==> src/rtl/mem_arbiter_pkg.sv <==
// Shared types and constants for the mem_arbiter block: sequencer states,
// default RAM geometry and rw encoding.
package mem_arb_pkg;

  typedef enum logic [1:0] {
    IDLE = 2'd0,
    WR   = 2'd1,
    RD   = 2'd2,
    DONE = 2'd3
  } state_e;

  localparam int DEF_ADDR_W = 9;
  localparam int DEF_DATA_W = 8;

  localparam logic RW_WRITE = 1'b1;
  localparam logic RW_READ  = 1'b0;

endpackage

==> src/rtl/mem_arbiter_rr_picker.sv <==
// Combinational rotating-priority picker: returns the first requester at or
// after ptr_i, wrapping modulo N (N need not be a power of two).
module rr_picker #(
  parameter int N  = 4,
  parameter int IW = $clog2(N)
) (
  input  logic [N-1:0]  req_i,
  input  logic [IW-1:0] ptr_i,
  output logic          valid_o,
  output logic [IW-1:0] index_o
);

  localparam logic [IW:0] NUM = (IW+1)'(N);

  logic [2*N-1:0] reqDbl;
  logic [N-1:0]   reqRot;
  logic [IW-1:0]  offset;
  logic [IW:0]    sum;

  // Doubling the vector lets a plain shift perform the rotation.
  assign reqDbl  = {req_i, req_i};
  assign reqRot  = N'(reqDbl >> ptr_i);
  assign valid_o = |reqRot;

  always_comb begin
    offset = '0;
    for (int k = N - 1; k >= 0; k--) begin
      if (reqRot[k]) offset = IW'(k);
    end
  end

  assign sum     = {1'b0, ptr_i} + {1'b0, offset};
  assign index_o = (sum >= NUM) ? IW'(sum - NUM) : sum[IW-1:0];

endmodule

==> src/rtl/mem_arbiter.sv <==
// Round-robin sequencer giving NUM_CORES requesters one transaction at a time
// on a shared synchronous RAM. Optional bus locking: define MEM_ARB_LOCK_EN.
module mem_arbiter
  import mem_arb_pkg::*;
#(
  parameter int NUM_CORES    = 4,
  parameter int ADDR_W       = DEF_ADDR_W,
  parameter int DATA_W       = DEF_DATA_W,
  parameter int READ_LATENCY = 1
) (
  input  logic                        clk,
  input  logic                        reset,
  input  logic [NUM_CORES-1:0]        core_request,
  input  logic [NUM_CORES-1:0]        core_rw,
  input  logic [NUM_CORES-1:0]        core_lock,
  input  logic [NUM_CORES*ADDR_W-1:0] core_address,
  input  logic [NUM_CORES*DATA_W-1:0] core_data_in,
  output logic [NUM_CORES*DATA_W-1:0] core_data_out,
  output logic [NUM_CORES-1:0]        core_grant,
  output logic                        busy,
  output logic [ADDR_W-1:0]           RAM_address,
  output logic [DATA_W-1:0]           RAM_data_in,
  input  logic [DATA_W-1:0]           RAM_data_out,
  output logic                        ram_rw
);

  localparam int IW = $clog2(NUM_CORES);
  localparam int LW = $clog2(READ_LATENCY + 1);
  localparam logic [IW-1:0] LAST_CORE = IW'(NUM_CORES - 1);

  state_e                      state_q, state_d;
  logic [IW-1:0]               rrPtr_q, rrPtr_d;
  logic [IW-1:0]               owner_q, owner_d;
  logic [NUM_CORES-1:0]        grant_q, grant_d;
  logic                        ramRw_q, ramRw_d;
  logic [ADDR_W-1:0]           ramAddr_q, ramAddr_d;
  logic [DATA_W-1:0]           ramDin_q, ramDin_d;
  logic [NUM_CORES*DATA_W-1:0] dataOut_q, dataOut_d;
  logic [LW-1:0]               latCnt_q, latCnt_d;

  logic [NUM_CORES-1:0] pickReq;
  logic [IW-1:0]        pickPtr;
  logic [IW-1:0]        winIdx;
  logic                 winValid;
  logic [ADDR_W-1:0]    selAddr;
  logic [DATA_W-1:0]    selData;
  logic                 selRw;
  logic [IW-1:0]        ownerNext;

  assign ownerNext = (owner_q == LAST_CORE) ? '0 : owner_q + IW'(1);

`ifdef MEM_ARB_LOCK_EN
  logic lockFlag_q, lockFlag_d;
  logic ownerLock;

  always_comb begin
    ownerLock = 1'b0;
    for (int i = 0; i < NUM_CORES; i++) begin
      if (owner_q == IW'(i)) ownerLock = core_lock[i];
    end
  end

  // While locked, only the owner may win and the search starts at the owner.
  assign pickReq = lockFlag_q ? (core_request & (NUM_CORES'(1) << owner_q)) : core_request;
  assign pickPtr = lockFlag_q ? owner_q : rrPtr_q;
`else
  logic unusedLock;
  assign unusedLock = ^core_lock;
  assign pickReq    = core_request;
  assign pickPtr    = rrPtr_q;
`endif

  rr_picker #(
    .N  (NUM_CORES),
    .IW (IW)
  ) u_picker (
    .req_i   (pickReq),
    .ptr_i   (pickPtr),
    .valid_o (winValid),
    .index_o (winIdx)
  );

  always_comb begin
    selAddr = '0;
    selData = '0;
    selRw   = RW_READ;
    for (int i = 0; i < NUM_CORES; i++) begin
      if (winIdx == IW'(i)) begin
        selAddr = core_address[i*ADDR_W +: ADDR_W];
        selData = core_data_in[i*DATA_W +: DATA_W];
        selRw   = core_rw[i];
      end
    end
  end

  // Grant and the write strobe default low so each is a single-cycle pulse.
  always_comb begin
    state_d   = state_q;
    rrPtr_d   = rrPtr_q;
    owner_d   = owner_q;
    grant_d   = '0;
    ramRw_d   = 1'b0;
    ramAddr_d = ramAddr_q;
    ramDin_d  = ramDin_q;
    dataOut_d = dataOut_q;
    latCnt_d  = latCnt_q;
`ifdef MEM_ARB_LOCK_EN
    lockFlag_d = lockFlag_q;
`endif
    unique case (state_q)
      IDLE: begin
`ifdef MEM_ARB_LOCK_EN
        if (lockFlag_q && !ownerLock) begin
          lockFlag_d = 1'b0;
          rrPtr_d    = ownerNext;
        end else
`endif
        if (winValid) begin
          owner_d   = winIdx;
          ramAddr_d = selAddr;
          ramDin_d  = selData;
          if (selRw == RW_WRITE) begin
            ramRw_d = RW_WRITE;
            state_d = WR;
          end else begin
            latCnt_d = LW'(READ_LATENCY);
            state_d  = RD;
          end
        end
      end
      WR: begin
        grant_d = NUM_CORES'(1) << owner_q;
        state_d = DONE;
      end
      RD: begin
        if (latCnt_q == '0) begin
          for (int i = 0; i < NUM_CORES; i++) begin
            if (owner_q == IW'(i)) dataOut_d[i*DATA_W +: DATA_W] = RAM_data_out;
          end
          grant_d = NUM_CORES'(1) << owner_q;
          state_d = DONE;
        end else begin
          latCnt_d = latCnt_q - LW'(1);
        end
      end
      DONE: begin
        state_d = IDLE;
`ifdef MEM_ARB_LOCK_EN
        if (ownerLock) begin
          lockFlag_d = 1'b1;
        end else begin
          lockFlag_d = 1'b0;
          rrPtr_d    = ownerNext;
        end
`else
        rrPtr_d = ownerNext;
`endif
      end
      default: state_d = IDLE;
    endcase
  end

  always_ff @(posedge clk) begin
    if (reset) begin
      state_q   <= IDLE;
      rrPtr_q   <= '0;
      owner_q   <= '0;
      grant_q   <= '0;
      ramRw_q   <= 1'b0;
      ramAddr_q <= '0;
      ramDin_q  <= '0;
      dataOut_q <= '0;
      latCnt_q  <= '0;
`ifdef MEM_ARB_LOCK_EN
      lockFlag_q <= 1'b0;
`endif
    end else begin
      state_q   <= state_d;
      rrPtr_q   <= rrPtr_d;
      owner_q   <= owner_d;
      grant_q   <= grant_d;
      ramRw_q   <= ramRw_d;
      ramAddr_q <= ramAddr_d;
      ramDin_q  <= ramDin_d;
      dataOut_q <= dataOut_d;
      latCnt_q  <= latCnt_d;
`ifdef MEM_ARB_LOCK_EN
      lockFlag_q <= lockFlag_d;
`endif
    end
  end

  assign core_grant    = grant_q;
  assign busy          = (state_q != IDLE);
  assign ram_rw        = ramRw_q;
  assign RAM_address   = ramAddr_q;
  assign RAM_data_in   = ramDin_q;
  assign core_data_out = dataOut_q;

endmodule

==> config.mk <==
export PLATFORM = sky130hd
export DESIGN_NAME = mem_arbiter
export DESIGN_NICKNAME = d
export VERILOG_FILES = /design/src/rtl/mem_arbiter_pkg.sv /design/src/rtl/mem_arbiter_rr_picker.sv /design/src/rtl/mem_arbiter.sv
export SDC_FILE = /design/constraint.sdc
export NUM_CORES = 1
export LEC_CHECK = 0
export ABC_AREA = 1
export BUFFER_PORTS_ARGS = -buffer_cell sky130_fd_sc_hd__buf_2
export CORE_ASPECT_RATIO = 1.75
export CORE_MARGIN = 1
export CORE_UTILIZATION = 46
export DETAILED_ROUTE_END_ITERATION = 8
export PLACE_DENSITY_LB_ADDON = 0.12
export SYNTH_ARGS = -nofsm -noshare
export SYNTH_HDL_FRONTEND = slang
export SYNTH_SLANG_ARGS = --single-unit
==> constraint.sdc <==
create_clock -name clk -period 3 [get_ports clk]
set_input_delay 0.6 -clock clk [delete_from_list [all_inputs] [get_ports clk]]
set_output_delay 0.6 -clock clk [all_outputs]
set_load 0.005 [all_outputs]
==> flow_metrics.tcl, run 1 <==
set metrics [dict create \
    status "finished clean" \
    die_area_mm2 0.00686 \
    synth_mux_area_frac 0 \
    worstMarginPinSlew_ps 505 \
    maxSlewHeadroom 0.663 \
    drtAntennaViolNets 0 \
    critPathKind "reg2reg" \
    yosys-top-cells-area "dfxtp_1 (41%), nand2_1 (17%), nand3_1 (10%), a21oi_1 (7.2%), ha_1 (3.8%)" \
    drv_cap 0 \
    synth.distinct_cells 32 \
    cts_root_buf "clkbuf_8" \
    fmax_mhz 383 \
    r2r-start "pickPtr[0]" \
    seq_area_frac_synth 0.407 \
    area_delta_synth_final_pct 30.9 \
    grtUsageTotal 0.256 \
    synth_top_area_share 0.407 \
    cp.arrival_ps 2830 \
    p_total_w 0.00349 \
    synth_common_cells "nand2_1 (137), dfxtp_1 (61), nand3_1 (60), a21oi_1 (43), nand4_1 (16)" \
    hold_buffers 0 \
    cts_htree_levels 3 \
    synth_xor_area_frac 0.00292 \
    yosysMostFrequentCell "nand2_1" \
    tritoncts "done" \
    port-buffer-count 140 \
    synth_warnings 0 \
    core-area_mm2 0.00623 \
    drv_slew 0 \
    placed_area_mm2 0.00373 \
    num_vias 3286 \
    clock-sinks 61 \
    postCtsSetupBuffers 0 \
    syn-cell-area_mm2 0.00300 \
    synth_area_leader_cell "dfxtp_1" \
    startpoint_type "register" \
    syn_nets 516 \
    antenna_found_initial 0 \
    clkTransAtPathRegs_ps 70 \
    synth_edf_count 0 \
    avgSynthCellArea_um2 7.20 \
    rsz0062_at_grt "no" \
    row_count 38 \
    cts_resized 0 \
    hold_class "reg2reg" \
    worstHoldStart "core_data_out[6]" \
    gr-total-overflow 0 \
    period_needed_ps 2610 \
    routed_wl_um 8390 \
    p_leak_nw 1.86 \
    power_density_mw_per_mm2 889 \
    ys_async_sr_fraction 0 \
    crit_path_frequent_cell "nand2_1" \
    synth_fa_ha_area_frac 0.0375 \
    cp-end-kind "register" \
    die_w_um 63.1 \
    dr.pass1.iters 5 \
    viasPerCell 5.17 \
    finalCritPeriodShare 0.870 \
    die_y_um 109 \
    max-vdd-ir-drop_mv 0.534 \
    timing.rr.end "state_q[1]" \
    clkLatencyLatePin_ps 330 \
    initial_core_util 0.482 \
    final_area_mm2 0.00393 \
    worstHoldPathCells 2 \
    drive_gt1_frac 0.333 \
    ys_ff_latch 61 \
    syn_inst 417 \
    critPathMaxFanout 19 \
    critPathSlowestCell "dfxtp_1" \
    worst_ep_required_time_ps 3220 \
    rrSetupSlack_ps 390 \
    synth_top_family_by_area "simple AND/OR/NAND/NOR gates" \
    setup_viol 0 \
    drt_iter0_markers 211 \
    clock_path_buffers 2 \
    cts_buffers 9 \
    nNetsFinal 650 \
    drc 0 \
    grt_pass1_vias 3072 \
    grt_pass1_wl_um 13800 \
    fin_skew_ps 6.64 \
    diodes 0 \
    synth_compound_area_frac 0.126 \
    grt_max_degree 27 \
    hold_viol 0 \
    cp_slowest_stage_delay_ps 470 \
    wire_per_inst_um 13.2 \
    gp_congestion 0.771 \
    ys.flop_type "dfxtp_1" \
    hpwl_um 6440 \
    cp_cell_sequence "inv_2 > nand2_1 > nand3_1 > nand2_1 > nand3_1 > a21boi_0 > ha_1 > xnor2_1 > nand3_2 > nand2_4 > inv_4 > nor2_8 > nand2_1 > and2_4 > nand2_1 > a21oi_1" \
    reg2reg_depth 16 \
    io_pins 145 \
    finalSetupTns_ps 0 \
    hold_path_end "core_data_out[6]" \
    synthSimpleGateAreaFrac 0.365 \
]
## worst max-delay path by stage
stage,start,to,slack [ps],cells past startpoint
detailed placement,core_request[1],state_q[1],190,16
finish,pickPtr[0],state_q[1],390,16
global placement,core_request[1],state_q[1],340,16
CTS,pickPtr[0],state_q[1],360,16
floorplan,core_request[1],RAM_address[2],480,13
global route,pickPtr[0],state_q[1],80,16
## final cells by class
cell class / count / area, um^2
fill: 604 / 2300
multi-input combinational: 315 / 1600
sequential: 61 / 1220
timing repair buffer: 144 / 731
clock buffer: 11 / 151
tap: 80 / 100
inverter: 20 / 80.1
clock inverter: 4 / 47.5
## critical path: cells and delay by family (launching register included)
kind	cells	cell delay, ps
compound gates	2	260
xor+xnor	1	160
fa+ha+maj	1	200
buf+inv	2	190
flops	1	470
simple gates	10	1200
## power breakdown
part | switching [W] | total (W) | internal, W | leakage [nW]
sequential | 0.000112 | 0.00112 | 0.00101 | 0.497
clock | 0.000313 | 0.000735 | 0.000421 | 0.101
combinational | 0.00104 | 0.00164 | 0.000599 | 1.26
total | 0.00147 | 0.00349 | 0.00203 | 1.86
## cell families (layout without fill, tap and decap cells)
group | after synthesis | in the layout
flops | 61 | 61
fa+ha+maj | 9 | 9
buf+inv | 41 | 179
compound gates | 66 | 66
simple gates | 239 | 239
xor+xnor | 1 | 1
## placed cells by master, fill, tap and decap left out, drive strengths merged, types with 3 or more instances in the layout
cell type | synthesis | routed
o21ai | 8 | 8
a21oi | 53 | 53
nor3b | 3 | 3
nor2 | 12 | 12
clkbuf | 14 | 11
nand4 | 16 | 16
ha | 9 | 9
inv | 18 | 18
buf | 7 | 144
dfxtp | 61 | 61
clkinv | 2 | 4
nand2 | 141 | 141
nand3 | 61 | 61
a31oi | 3 | 3
and3 | 3 | 3
## flip-flops by register name, summed over array words and instances (netlist names)
| signal | count |
|---|---|
| core_data_out | 32 |
| pickPtr | 2 |
| state_q | 2 |
| ram_rw | 1 |
| owner_q | 2 |
| latCnt_q | 1 |
| RAM_address | 9 |
| RAM_data_in | 8 |
| core_grant | 4 |
## layer usage
layer | routed length (um) | vias to the layer above | part of all wire | global-route usage
li1 | - | 1659 | - | -
met2 | 4370 | 139 | 0.52 | 0.469
met4 | 267 | 0 | 0.032 | 0.121
met3 | 422 | 21 | 0.050 | 0.0471
met1 | 3330 | 1467 | 0.40 | 0.280
met5 | 0 | - | 0 | 0
## through the flow
| step | instances | setup slack (ps) | utilization | hold slack (ps) |
|---|---|---|---|---|
| 6_report | 635 | 389 | 0.631 | 460 |
| 4_1_cts | 635 | 363 | 0.631 | 462 |
| 3_5_place_dp | 620 | 191 | 0.599 | 452 |
| 5_1_grt | 635 | 80.2 | 0.631 | 477 |
| 3_3_place_gp | 620 | 335 | 0.599 | 445 |
| 2_1_floorplan | 417 | 475 | - | 457 |
No activity file was read; power rests on OpenSTA's default activity.
==> run 2: changes to the inputs <==
CORE_MARGIN = unset   (was 1)
clock period = 2.8 ns   (was 3 ns; I/O delays follow)
==> run 2 against run 1 <==
  * Worst setup slack got worse by 32 ps
  * Largest power group unchanged
  * Highest routed layer unchanged
  * Non-clock buffer count increased by 5
  * Register-to-register slack got worse by 30 ps
  * Critical path type unchanged
==> flow_metrics.tcl, run 2 (same netlist as run 1, synthesis figures left out) <==
set metrics [dict create \
    clkTransAtPathRegs_ps 70 \
    port-buffer-count 140 \
    worst_ep_required_time_ps 3010 \
    grt_pass1_vias 3102 \
    core-area_mm2 0.00623 \
    clockPowerShare 0.207 \
    fin_skew_ps 6.76 \
    finalSetupTns_ps 0 \
    wire_per_inst_um 13.1 \
    drv_cap 0 \
    period_needed_ps 2440 \
    largest_register_ffs 32 \
    viasPerCell 5.17 \
    critPathKind "reg2reg" \
    setup_viol 0 \
    final_area_mm2 0.00398 \
    hold_viol 0 \
    routed_wl_um 8420 \
    clkLatencyLatePin_ps 330 \
    maxSlewHeadroom 0.684 \
    tritoncts "done" \
    drt_iter0_markers 294 \
    initial_core_util 0.482 \
    drive_gt1_frac 0.341 \
    wl_met1_um 3160 \
    drtAntennaViolNets 0 \
    rsz0062_at_grt "no" \
    gr-total-overflow 0 \
    finalCritPeriodShare 0.873 \
    final_cell_mix "buf_2 (140), nand2_1 (137), dfxtp_1 (60), nand3_1 (60), a21oi_1 (43)" \
    critPathMaxFanout 19 \
    power_frac_seq 0.317 \
    antenna_found_initial 0 \
    final_common_cell "buf_2" \
    wl_met3_um 497 \
    row_count 38 \
    hold_buffers 0 \
    power_density_mw_per_mm2 952 \
    combPwrFrac 0.476 \
    drv_slew 0 \
    maxUsedRoutingLayer "met4" \
    io_pins 145 \
    area_delta_synth_final_pct 32.6 \
    p_int_w 0.00222 \
    grt_max_degree 27 \
    num_vias 3311 \
    cp-end-kind "register" \
    grtUsageTotal 0.258 \
    startpoint_type "register" \
    worstMarginPinSlew_ps 473 \
    clock_path_buffers 2 \
    status "finished clean" \
    worstHoldPathCells 2 \
    die_y_um 109 \
    max-vdd-ir-drop_mv 0.622 \
    fill_cells 594 \
    clock-sinks 61 \
    cp.arrival_ps 2650 \
    p_leak_nw 1.89 \
    cts_root_buf "clkbuf_8" \
    gp_congestion 0.768 \
    placed_area_mm2 0.00374 \
    dr.pass1.iters 4 \
    power_switching_w 0.00157 \
    grt_pass1_wl_um 13800 \
    diodes 0 \
    die_w_um 63.1 \
    cts_buffers 9 \
    reg2reg_depth 18 \
    die_area_mm2 0.00686 \
    nNetsFinal 655 \
    hpwl_um 6390 \
    drc 0 \
    fmax_mhz 409 \
    hold_class "reg2reg" \
    cts_htree_levels 3 \
    swShare 0.415 \
    route.met2.wl_um 4530 \
]
==> run 2: changes by cell type in the layout (fill, tap and decap cells not counted), sizes merged <==
cell and delta:
buf +5
==> run 2: what timing repair did <==
item	CTS	global route
resized for setup	0	1
setup endpoints to repair	0	3
setup buffers	0	3
endpoints found under the hold margin	0	0
==> run 2: metrics by stage <==
stage / instances / hold WS, ps / total power, W / setup slack (ps) / utilization
global placement: 622 / 445 / 0.00297 / 174 / 0.601
CTS: 637 / 459 / 0.00379 / 257 / 0.633
floorplan: 417 / 457 / 0.00245 / 315 / -
finish: 640 / 459 / 0.00379 / 357 / 0.639
detailed placement: 622 / 450 / 0.00300 / 130 / 0.601
global route: 640 / 471 / 0.00412 / 77.1 / 0.639
==> run 2: worst max-delay path: stages (launching register included) <==
cell and delay (ps):
dfxtp_2 400, inv_2 70, nand2_1 80, nand3_1 70, nand2_1 90, nand3_1 60
a21boi_0 160, ha_1 180, xnor2_1 160, inv_1 110, nand2_4 100, nand2_4 70
inv_4 200, nor2_8 80, buf_4 170, nand2_1 60, nand4_1 110, nand2_1 100
a21oi_2 50
==> run 2: power by group through the flow <==
stage / clock network [W] / registers (W) / logic (W)
floorplan: 0 / 0.00122 / 0.00123
global placement: 0 / 0.00121 / 0.00176
detailed placement: 0 / 0.00122 / 0.00178
CTS: 0.000798 / 0.00120 / 0.00179
global route: 0.000840 / 0.00122 / 0.00205
finish: 0.000786 / 0.00120 / 0.00180
==> run 2: worst paths after layout <==
path	from	slack, ps	endpoint
worst max-delay path	pickPtr[0]	360	RAM_data_in[4]
worst min-delay path	core_data_out[14]	460	core_data_out[14]
worst max register to register	pickPtr[0]	360	RAM_data_in[4]
worst min register to register	core_data_out[14]	460	core_data_out[14]
==> run 2: layout make-up <==
| class | count | area [um^2] | area share |
|---|---|---|---|
| multi-input combinational | 315 | 1600 | 0.401 |
| sequential | 61 | 1220 | 0.307 |
| timing repair buffer | 149 | 781 | 0.196 |
| clock buffer | 11 | 151 | 0.0381 |
| tap | 80 | 100 | 0.0252 |
| inverter | 20 | 80.1 | 0.0201 |
| clock inverter | 4 | 47.5 | 0.0119 |
==> run 2: per-layer routing <==
layer / global-route usage / up-vias
met5: 0 / -
met4: 0.111 / 0
met3: 0.0575 / 16
met2: 0.473 / 141
met1: 0.279 / 1481
li1: - / 1673
==> run 3: changes to the inputs <==
CORE_UTILIZATION = 42   (was 46)
clock period = 2.2 ns   (was 2.8 ns; I/O delays follow)
==> run 3 against run 2 <==
  * The flow now finishes with violations (negative setup slack)
  * Combinational power is 41% higher
  * Sequential power is 28% higher
  * Cell count is 1.7% higher
  * Critical path type unchanged
  * Critical path depth is 2 lower
  * Total power is 43% higher
  * Global-route usage is 1.5 points lower
  * Critical endpoint is now RAM_address[4]
  * First-iteration DRC count is 24% lower
==> flow_metrics.tcl, run 3 (same netlist as run 1, synthesis figures left out) <==
set metrics [dict create \
    drt_iter0_markers 224 \
    hold_viol 0 \
    p_total_w 0.00541 \
    cp.arrival_ps 2510 \
    largest_register_ffs 32 \
    max-vdd-ir-drop_mv 0.609 \
    fin_cells 651 \
    fin_skew_ps 7.72 \
    placed_area_mm2 0.00382 \
    maxSlewHeadroom 0.615 \
    gp_congestion 0.777 \
    grt_max_degree 49 \
    wire_per_inst_um 13.9 \
    cts_htree_levels 3 \
    power_density_mw_per_mm2 1260 \
    die_area_mm2 0.00750 \
    diodes 0 \
    area_delta_synth_final_pct 42.7 \
    nNetsFinal 663 \
    setup_viol 16 \
    final_area_mm2 0.00428 \
    hpwl_um 6550 \
    hold_class "in2reg" \
    finalCritPeriodShare 1.02 \
    clkTransAtPathRegs_ps 50 \
    gr-total-overflow 0 \
    critPathMaxFanout 8 \
    p_leak_nw 2.00 \
    drv_cap 0 \
    tritoncts "done" \
    place_inst 631 \
    grt_pass1_vias 3014 \
    dpl_worst_slack_ps -262 \
    viasPerCell 5.07 \
    drc 0 \
    drtAntennaViolNets 0 \
    num_vias 3300 \
    port-buffer-count 140 \
    worstMarginPinSlew_ps 578 \
    antenna_found_initial 0 \
    initial_core_util 0.434 \
    hold_buffers 0 \
    fill_cells 656 \
    dr.pass1.iters 4 \
    violations "negative setup slack" \
    worst_ep_required_time_ps 2450 \
    grt_pass1_wl_um 13900 \
    period_needed_ps 2250 \
    critPathKind "reg2reg" \
    grtUsageTotal 0.242 \
    routed_wl_um 9060 \
    final_common_cell "buf_2" \
    rrSetupSlack_ps -50 \
    rsz0062_at_grt "yes" \
    finalSetupTns_ps -511 \
    fin_ws_ps -54.6 \
    startpoint_type "register" \
    clock-sinks 61 \
    drive_gt1_frac 0.384 \
    final_cell_mix "buf_2 (140), nand2_1 (132), dfxtp_1 (59)" \
    die_w_um 65.9 \
    io_pins 145 \
    cp-end-kind "register" \
    clock_path_buffers 2 \
    status "finished with violations" \
    drv_slew 0 \
    cts_buffers 9 \
    core-area_mm2 0.00691 \
    row_count 40 \
    fmax_mhz 444 \
    die_y_um 114 \
    clkLatencyLatePin_ps 330 \
    cts_root_buf "clkbuf_16" \
]
## run 3: final timing paths
| path | startpoint | end | cells past startpoint |
|---|---|---|---|
| max | pickPtr[0] | RAM_address[4] | 16 |
| min | core_data_in[31] | RAM_data_in[7] | 3 |
| max reg2reg | pickPtr[0] | RAM_address[4] | 16 |
| min reg2reg | core_data_out[15] | core_data_out[15] | 2 |
## run 3: report_power, final
part | leakage [nW] | internal (W) | switching, W
clock | 0.144 | 0.000868 | 0.000456
combinational | 1.36 | 0.00102 | 0.00152
sequential | 0.498 | 0.00138 | 0.000164
## run 3: layout make-up
type | instances | area [um^2] | area share
Sequential cell | 61 | 1230 | 0.287
Multi-Input combinational cell | 315 | 1670 | 0.391
Tap cell | 84 | 105 | 0.0245
Clock buffer | 13 | 280 | 0.0655
Inverter | 20 | 88.8 | 0.0207
Clock inverter | 1 | 5.00 | 0.00117
Timing Repair Buffer | 157 | 901 | 0.210
## run 3: worst max-delay path: stages (launching register included)
cell and delay [ps]:
dfxtp_4 360, inv_4 90, nand2_4 50, nand3_1 70, nand2_1 90, a21boi_2 170, ha_2 190, xnor2_2 210
nand3_2 130, nand2_4 130, inv_6 50, nor2_8 160, clkbuf_16 180, nand2_1 50, nand4_1 70, nand2_1 70
a21oi_2 110
## run 3: metrics by stage
step            util  hold slack, ps
6_report       0.620             374
5_1_grt        0.620             390
4_1_cts        0.596             368
3_5_place_dp   0.554             451
3_3_place_gp   0.554             444
2_1_floorplan      -             457
## run 3: what timing repair did
item                       4_1_cts  5_1_grt
resized for setup                5       23
pin swaps                        1       12
setup endpoints to repair       21       21
buffers inserted                 0        4
gates cloned                     0        2
## run 3: per-layer routing
layer	routed length, um	share of wire	GRT usage
met5	0	0	0
met2	4910	0.54	0.438
met1	3440	0.38	0.267
met3	504	0.056	0.0430
met4	202	0.022	0.104
